===== src/rtl/axis_pkt_monitor.sv =====
// axis_pkt_monitor: sink and framing checker for the 64-bit packet replay stream.
// Generates LFSR backpressure, validates sop/eop/strb framing and keeps packet statistics.
module axis_pkt_monitor #(
    parameter int unsigned AXIS_WIDTH    = 64,
    parameter int unsigned CNT_WIDTH     = 32,
    parameter int unsigned LEN_WIDTH     = 16,
    parameter int unsigned MAX_PKT_BYTES = 9600,
    parameter logic [15:0] LFSR_SEED     = 16'hACE1
) (
    input  logic                    clk,
    input  logic                    rst,
    input  logic [AXIS_WIDTH-1:0]   data,
    input  logic [AXIS_WIDTH/8-1:0] strb,
    input  logic                    valid,
    input  logic                    sop,
    input  logic                    eop,
    output logic                    ready,
    input  logic [3:0]              bp_level,
    input  logic                    clear,
    output logic                    pkt_done,
    output logic [CNT_WIDTH-1:0]    pkt_count,
    output logic [CNT_WIDTH-1:0]    byte_count,
    output logic [CNT_WIDTH-1:0]    err_count,
    output logic [3:0]              err_flags,
    output logic [LEN_WIDTH-1:0]    last_len,
    output logic [LEN_WIDTH-1:0]    min_len,
    output logic [LEN_WIDTH-1:0]    max_len
);

    localparam int unsigned STRB_WIDTH  = AXIS_WIDTH / 8;
    localparam int unsigned BYTES_WIDTH = $clog2(STRB_WIDTH + 1);
    localparam int unsigned LEN_WIDE    = LEN_WIDTH + 1;
    localparam logic [LEN_WIDTH-1:0] LEN_MAX = {LEN_WIDTH{1'b1}};

    localparam logic [0:0] IDLE   = 1'b0;
    localparam logic [0:0] IN_PKT = 1'b1;

    logic [0:0]             state;
    logic [0:0]             state_nxt;
    logic [LEN_WIDTH-1:0]   acc_len;
    logic [LEN_WIDTH-1:0]   acc_nxt;
    logic                   pkt_bad;
    logic                   bad_nxt;

    logic [15:0]            lfsr;
    logic                   lfsr_fb;

    logic                   accept;
    logic [BYTES_WIDTH-1:0] beat_bytes;
    logic [LEN_WIDTH-1:0]   beat_len;
    logic                   strb_contig;
    logic                   strb_bad;
    logic [LEN_WIDE-1:0]    sum_wide;
    logic [LEN_WIDTH-1:0]   sum_len;

    logic                   err_strb;
    logic                   err_no_sop;
    logic                   err_sop_in_pkt;
    logic                   err_oversize;
    logic                   beat_err;
    logic                   abandon;
    logic                   close;
    logic                   close_good;
    logic [LEN_WIDTH-1:0]   close_len;

    // The payload itself is not inspected; only framing and byte enables matter.
    logic unused_data;
    assign unused_data = ^data;

    assign accept = valid && ready;

    // Fibonacci LFSR, taps 16,14,13,11; drives next-cycle ready.
    assign lfsr_fb = lfsr[15] ^ lfsr[13] ^ lfsr[12] ^ lfsr[10];

    always_ff @(posedge clk) begin
        if (rst) begin
            lfsr  <= LFSR_SEED;
            ready <= 1'b0;
        end else begin
            lfsr  <= {lfsr[14:0], lfsr_fb};
            ready <= (bp_level == 4'd0) || (lfsr[3:0] >= bp_level);
        end
    end

    // Byte count of the current beat.
    always_comb begin
        beat_bytes = '0;
        for (int k = 0; k < STRB_WIDTH; k++) begin
            beat_bytes = beat_bytes + BYTES_WIDTH'(strb[k]);
        end
    end

    assign beat_len    = LEN_WIDTH'(beat_bytes);
    assign strb_contig = ((strb & (strb + STRB_WIDTH'(1))) == '0);
    assign strb_bad    = eop ? ((strb == '0) || !strb_contig) : !(&strb);

    // Saturating running length.
    assign sum_wide = {1'b0, acc_len} + LEN_WIDE'(beat_bytes);
    assign sum_len  = sum_wide[LEN_WIDTH] ? LEN_MAX : sum_wide[LEN_WIDTH-1:0];

    always_ff @(posedge clk) begin
        if (rst || clear) begin
            state   <= IDLE;
            acc_len <= '0;
            pkt_bad <= 1'b0;
        end else begin
            state   <= state_nxt;
            acc_len <= acc_nxt;
            pkt_bad <= bad_nxt;
        end
    end

    // Framing FSM; only accepted beats advance it.
    always_comb begin
        state_nxt      = state;
        acc_nxt        = acc_len;
        bad_nxt        = pkt_bad;
        err_strb       = 1'b0;
        err_no_sop     = 1'b0;
        err_sop_in_pkt = 1'b0;
        err_oversize   = 1'b0;
        abandon        = 1'b0;
        close          = 1'b0;
        close_good     = 1'b0;
        close_len      = '0;

        if (accept) begin
            err_strb = strb_bad;
            if (state == IN_PKT && sop) begin
                err_sop_in_pkt = 1'b1;
                abandon        = 1'b1;
            end

            if (sop) begin
                if (eop) begin
                    close        = 1'b1;
                    close_len    = beat_len;
                    err_oversize = (32'(beat_len) > MAX_PKT_BYTES);
                    close_good   = !strb_bad && !err_oversize;
                    state_nxt    = IDLE;
                end else begin
                    acc_nxt   = beat_len;
                    bad_nxt   = strb_bad;
                    state_nxt = IN_PKT;
                end
            end else if (state == IDLE) begin
                err_no_sop = 1'b1;
            end else if (eop) begin
                close        = 1'b1;
                close_len    = sum_len;
                err_oversize = (32'(sum_len) > MAX_PKT_BYTES);
                close_good   = !pkt_bad && !strb_bad && !err_oversize;
                state_nxt    = IDLE;
            end else begin
                acc_nxt = sum_len;
                bad_nxt = pkt_bad || strb_bad;
            end
        end
    end

    assign beat_err = err_strb || err_no_sop || err_sop_in_pkt || err_oversize;

    // Statistics; an abandoned packet counts but leaves lengths and bytes alone.
    always_ff @(posedge clk) begin
        if (rst || clear) begin
            pkt_done   <= 1'b0;
            pkt_count  <= '0;
            byte_count <= '0;
            err_count  <= '0;
            err_flags  <= '0;
            last_len   <= '0;
            min_len    <= LEN_MAX;
            max_len    <= '0;
        end else begin
            pkt_done  <= abandon || close;
            pkt_count <= pkt_count + CNT_WIDTH'(abandon) + CNT_WIDTH'(close);
            err_flags <= err_flags | {err_oversize, err_strb, err_no_sop, err_sop_in_pkt};
            if (beat_err) begin
                err_count <= err_count + CNT_WIDTH'(1);
            end
            if (close) begin
                last_len <= close_len;
            end
            if (close && close_good) begin
                byte_count <= byte_count + CNT_WIDTH'(close_len);
                if (close_len < min_len) begin
                    min_len <= close_len;
                end
                if (close_len > max_len) begin
                    max_len <= close_len;
                end
            end
        end
    end

endmodule


===== config.mk =====
export PLATFORM = sky130hd
export DESIGN_NAME = axis_pkt_monitor
export DESIGN_NICKNAME = d
export VERILOG_FILES = /design/src/rtl/axis_pkt_monitor.sv
export SDC_FILE = /design/constraint.sdc
export NUM_CORES = 1
export LEC_CHECK = 0
export ABC_CLOCK_PERIOD_IN_PS = 7600
export CORE_ASPECT_RATIO = 1.2
export CORE_UTILIZATION = 46
export CTS_BUF_LIST = sky130_fd_sc_hd__clkbuf_16
export CTS_CLUSTER_DIAMETER = 50
export DETAILED_ROUTE_END_ITERATION = 8
export HOLD_SLACK_MARGIN = 0.15
export PLACE_DENSITY = 0.8
export REMOVE_ABC_BUFFERS = 1
export SKIP_LAST_GASP = 1
export SYNTH_ARGS = -nofsm -noshare
export SYNTH_HDL_FRONTEND = slang
export SYNTH_SLANG_ARGS = --single-unit

===== constraint.sdc =====
create_clock -name clk -period 7.6 [get_ports clk]
set_input_delay 1.9 -clock clk [delete_from_list [all_inputs] [get_ports clk]]
set_output_delay 1.9 -clock clk [all_outputs]
set_load 0.05 [all_outputs]

* After elaboration in Yosys (flattened, before gate mapping)
Cells that the tools add are included.
** Operators by class
- Mux-type cells :: 38
- $lt $le $gt $ge :: 5
- Divide/modulo/power cells :: 0
- Shift-type cells :: 0
- $mul :: 0
- Reductions and logical operators :: 28
- $add $sub $neg :: 13
- Bitwise gates (word level) :: 6
- Eq/ne operators :: 0
** Operators with widths (count)
- two-way mux 16 bit :: 9
- adder 32 x 1 -> 32 bit :: 2
- adder 32 x 1 -> 32 bit (second input constant) :: 1
- adder 32 x 16 -> 32 bit :: 1
- two-way mux 1 bit :: 28
- adder 16 x 4 -> 17 bit :: 1
- adder 4 x 1 -> 4 bit :: 4
- > comparator 16 x 14 -> 1 bit (second input constant) :: 1
- > comparator 16 bit :: 1
- logical NOT 8 bit :: 2
- < comparator 16 bit :: 1
- > comparator 4 x 14 -> 1 bit (second input constant) :: 1
- adder 8 x 1 -> 8 bit (second input constant) :: 1
- bitwise AND 8 bit :: 1
- logical OR 1 bit :: 8
- AND reduction 8 bit :: 1
- logical AND 1 bit :: 6
- logical NOT 1 bit :: 6
- adder 3 x 1 -> 4 bit :: 1
- >= comparator 4 bit :: 1
- logical NOT 4 bit :: 1
- two-way mux 4 bit :: 1
- bitwise OR 4 bit :: 1
- AND reduction 2 bit :: 2
- 6 further kinds :: 8
** Storage, ports and cells
- Latch bits :: 0
- Bits in writable memories :: 0
- Bits in registers :: 184
- Memories kept :: 0
- Output and inout bits :: 150
- ROM bits :: 0
- Word-level logic and storage cells :: 103
- Bits of input ports :: 82

* Longest topological paths before layout
- Word-level depth :: 18
- Gate-level depth with buffers :: 29
- Gate-level depth less buffers :: 27

* Worst setup path after synthesis
Ideal clock, no wire load.
- Path kind :: input to register
- Start :: input port strb[0]
- End :: register min_len[10]
- Stages :: 25
- Required time :: 7528 ps
- Data arrival time :: 8084 ps
- Library setup time :: 72 ps
- Path buffers :: 3
- Path slack :: -556 ps
- Cell sequence :: inv_1 > fa_1 > fa_1 > fa_1 > inv_1 > ha_1 > inv_1 > fa_1 > fa_1 > nand2b_1 > a211oi_2 > buf_4 > nand3_1 > clkbuf_1 > a21oi_1 > ha_1 > a21o_1 > a21o_1 > a21oi_1 > nor2_1 > a2111oi_0 > nor2_1 > a2111oi_4 > buf_6 > mux2i_1
** Between the ends
- Elaborated cells on any way between the ends :: 39
- Classes of those cells :: 9 x add/sub; 3 x order compare; 12 x mux; 1 x bitwise; 14 x reduce/logical
** RTL lines
- start, declared :: line 13 : input logic [AXIS_WIDTH/8-1:0] strb,
- adder 1 x 1 -> 2 bit :: line 89 : beat_bytes = beat_bytes + BYTES_WIDTH'(strb[k]);
- adder 2 x 1 -> 3 bit :: line 89
- adder 3 x 1 -> 4 bit :: line 89
- adder 4 x 1 -> 4 bit (4 in a row) :: line 89
- adder 16 x 4 -> 17 bit :: line 98 : assign sum_wide = {1'b0, acc_len} + LEN_WIDE'(beat_bytes);
- two-way mux 16 bit :: line 99 : assign sum_len = sum_wide[LEN_WIDTH] ? LEN_MAX : sum_wide[LEN_WIDTH-1:0];
- two-way mux 16 bit :: line 148 : end else if (eop) begin
- two-way mux 16 bit :: line 146 : end else if (state == IDLE) begin
- two-way mux 16 bit :: line 134 : if (sop) begin
- two-way mux 16 bit :: line 127 : if (accept) begin
- named net close_len[9] :: line 64 : logic [LEN_WIDTH-1:0] close_len;
- < comparator 16 bit :: line 186 : if (close_len < min_len) begin
- AND reduction 2 bit (no source line)
- end signal, assigned :: line 187 : min_len <= close_len;
- end, declared :: line 26 : output logic [LEN_WIDTH-1:0] min_len,
The timed path passes the listed nets, and every way through them passes these cells.
A chain may end at the register's enable or synchronous reset.

* Worst setup path in the final report
- Start :: input port strb[0]
- End :: register byte_count[18]
** Between the ends
- Elaborated cells on any way between the ends :: 38
- Classes of those cells :: 10 x add/sub; 2 x order compare; 12 x mux; 1 x bitwise; 13 x reduce/logical
** RTL lines
- adder 1 x 1 -> 2 bit * :: line 89
- adder 2 x 1 -> 3 bit * :: line 89
- adder 3 x 1 -> 4 bit * :: line 89
- adder 4 x 1 -> 4 bit * (4 in a row) :: line 89
- adder 16 x 4 -> 17 bit :: line 98
- two-way mux 16 bit :: line 99
- two-way mux 16 bit :: line 148
- two-way mux 16 bit :: line 146
- two-way mux 16 bit * :: line 134
- two-way mux 16 bit * :: line 127
- named net close_len[3] :: line 64
- adder 32 x 16 -> 32 bit * :: line 185 : byte_count <= byte_count + CNT_WIDTH'(close_len);
- end signal, assigned :: line 185
- end, declared :: line 22 : output logic [CNT_WIDTH-1:0] byte_count,
Mark *: on every way through the listed nets, which the timed path passes. The rest lies on a longest branch.

==> results.md <==
* FFs w/ async S/R, synth at 0
* Share of cells above drive strength 1 at 0.171
* Clock buffer depth at 2
* Clock Skew at 16.4 ps
* Cell area after synthesis at 10100 sq um
* Power consumption at 2.07 mW
* DRC at 0
* Count of final hold-check violations at 0
* Clk Latency, worst-skew pair at 440 ps
* CTS Buf Count at 17
* P per Cell Area at 148 nW/um^2
* Cell taking the most area after synthesis: dfxtp_1
* Die ar. at 22600 sq um
* CTS root buf: clkbuf_16
* CTS tree: built
* Worst EP arrival at 7830 ps
* Vias at 9876
* Fin crit period at 7520 ps
* R2R cell count at 21
* Static Leak at 5.51 nW
* Grt ovf at 0
* Crit Path Category: input pin to register
* Post-route antenna net violation count at 0
* Starting density of the core at 0.468
* Ant diodes at 0
* Vias in the first global route at 9404
* Top post-synthesis cells by count: dfxtp_1 (184), nor2_1 (131), nand2_1 (116), a21oi_1 (104), inv_1 (72)
* Core Box Area at 21600 sq um
* Place WS at -1040 ps
* Top Ports at 232
* H-tree lvl count at 4
* Total iterations of the first detailed-routing run at 5
* Area share of the leading cell type in the synthesized netlist at 0.364
* Worst hold stages at 1
* Most numerous cell in the Yosys netlist: dfxtp_1
* Main flop type after synthesis: dfxtp_1
* First-pass GRT wire length at 44.4 mm
* Area Overhead vs Synth at 38.5%
* # setup viols final at 0
* Worst Hold Class: register to register
* Maximum vdd drop at 146 uV
* Initial drt markers at 545
* Worst setup slack after layout at 76.0 ps
* Cell count after synthesis at 1225
* Worst rel slew slack at 0.319
* Period utilisation layout at 0.990
* Post-synthesis sequential area ratio at 0.364
* Final Max Tran Viols at 0
* Worst slew pin tran at 1020 ps
* Max Fclk at 133 MHz
* Top cells by area, synth: dfxtp_1 (36%), ha_1 (7.8%), mux2i_1 (5.3%)
* Syn_area_per_cell at 8.25 sq um
* #FFs+latches synth at 184
* Die Width at 137 um
* Synth cell types at 68
* Final #Nets at 1645
* DR WL/cell at 16.1 um
* Port bufs at 167
* Unrepaired setup endpoints after global routing: yes
* WL final at 28.6 mm
* DR vias/cell at 5.55
* Gr usage total at 0.246
* CP max FO at 6
* Status: finished, final reports clean
* Max-cap violations at 0
* Clock sink count at 184
* Hpwl dp at 19.5 mm
* EDFF count, synth at 0
* Largest net degree at the start of global routing at 89
* Synth warnings at 0
* Startpoint types: input pin
* Row count at 59
* CTS Hold Bufs at 0
* Die Y at 164 um
* Required time of the critical path at 7910 ps
* Clk pin slew, worst setup/hold paths at 80 ps
* Placer congestion estimate at 0.891
* Initial antenna violation count at 0
* CP endpoint kind: register
==> routing by layer <==
| layer | global-route usage | up-vias | part of all wire |
|---|---|---|---|
| li1 | - | 4845 | - |
| met1 | 0.284 | 4726 | 0.42 |
| met2 | 0.445 | 250 | 0.51 |
| met3 | 0.0519 | 55 | 0.046 |
| met4 | 0.0809 | 0 | 0.026 |
| met5 | 0 | - | 0 |
==> worst paths after layout <==
check | startpoint | to | slack, ps
max | strb[0] | byte_count[18]$_SDFFE_PP0P_ | 80
min | lfsr[4]$_SDFF_PP0_ | lfsr[5]$_SDFF_PP1_ | 420
min reg2reg | lfsr[4]$_SDFF_PP0_ | lfsr[5]$_SDFF_PP1_ | 420
max reg2reg | acc_len[0]$_SDFFE_PP0P_ | byte_count[18]$_SDFFE_PP0P_ | 3320
==> cells in the final DEF, fill, tap and decap left out, drive strengths merged, types with 11 or more instances in the layout <==
master and instances:
dfxtp 184, and3 25, nand2 118, mux2i 54, a21oi 104, clkdlybuf4s50 164, buf 145, clkbuf 18
nor3 20, ha 63, nor4 11, xor2 27, a21o 11, nor2b 18, nor2 131, nand3 50
o21ai 46, inv 81, xnor2 23, or4 11, nand4 16, or3 43
==> what timing repair did <==
action | 4_1_cts | 5_1_grt
buffers inserted | 4 | 6
cloned | 1 | 1
gates resized for setup | 50 | 45
pin swaps | 17 | 32
hold endpoints to repair | 0 | 0
endpoints found under the setup margin | 72 | 52
==> report_power, final <==
part	internal [mW]	switching, mW	total, mW
Combinational	0.0875	0.105	0.192
Clock	0.447	0.457	0.904
Sequential	0.970	0.00305	0.973
==> flip-flops by register name, summed over array words and instances (netlist names) <==
name        flops
byte_count     32
err_count      32
pkt_count      32
acc_len        16
last_len       16
lfsr           16
max_len        16
min_len        16
err_flags       4
pkt_bad         1
pkt_done        1
ready           1
state           1
==> worst max-delay path, stage by stage <==
cell and delay [ps]:
buf_4 100, inv_2 40, fa_1 560, fa_1 440, fa_1 530, inv_2 50, ha_4 150, inv_2 50
fa_2 470, fa_2 390, nand2b_4 170, a211oi_4 290, nand3_2 130, nand2_1 100, nand2_1 60, a21oi_1 170
buf_4 160, ha_2 280, o21ai_2 210, a21oi_4 60, a41oi_2 270, a311oi_2 180, a211oi_2 270, o21bai_1 110
a21oi_2 220, buf_6 190, o311ai_2 130, o41ai_1 130
==> kinds of logic (layout without fill, tap and decap cells) <==
family                     count (synthesis)  in the layout  synth area share
DFF                                      184            184             0.364
and+or+nand+nor                          486            486             0.237
muxes                                     54             54            0.0535
AOI/OAI and AO/OA                        247            247             0.156
adders and majority gates                 70             70            0.0918
xor gates and xnor gates                  50             50            0.0433
buffers and inverters                    134            415            0.0538
==> area by class of cell <==
| class | count | area (sq um) |
|---|---|---|
| Clock buffer | 17 | 425 |
| Clock inverter | 15 | 175 |
| Fill cell | 1767 | 7620 |
| Inverter | 73 | 274 |
| Multi-Input combinational cell | 907 | 6260 |
| Sequential cell | 184 | 3680 |
| Tap cell | 274 | 343 |
| Timing Repair Buffer | 310 | 2850 |
==> through the flow <==
step	TNS, ps	cells	instance area [sq um]	hold slack (ps)	utilization
final	0	1780	14000	416	0.647
after floorplan	-40510	1164	9840	389	-
after global placement	-50990	1736	12900	394	0.598
after CTS	0	1773	13700	419	0.634
after global routing	-925	1780	14000	436	0.647
after detailed placement	-61530	1736	12900	395	0.598
Note: power is estimated with default switching activity, not from simulation.
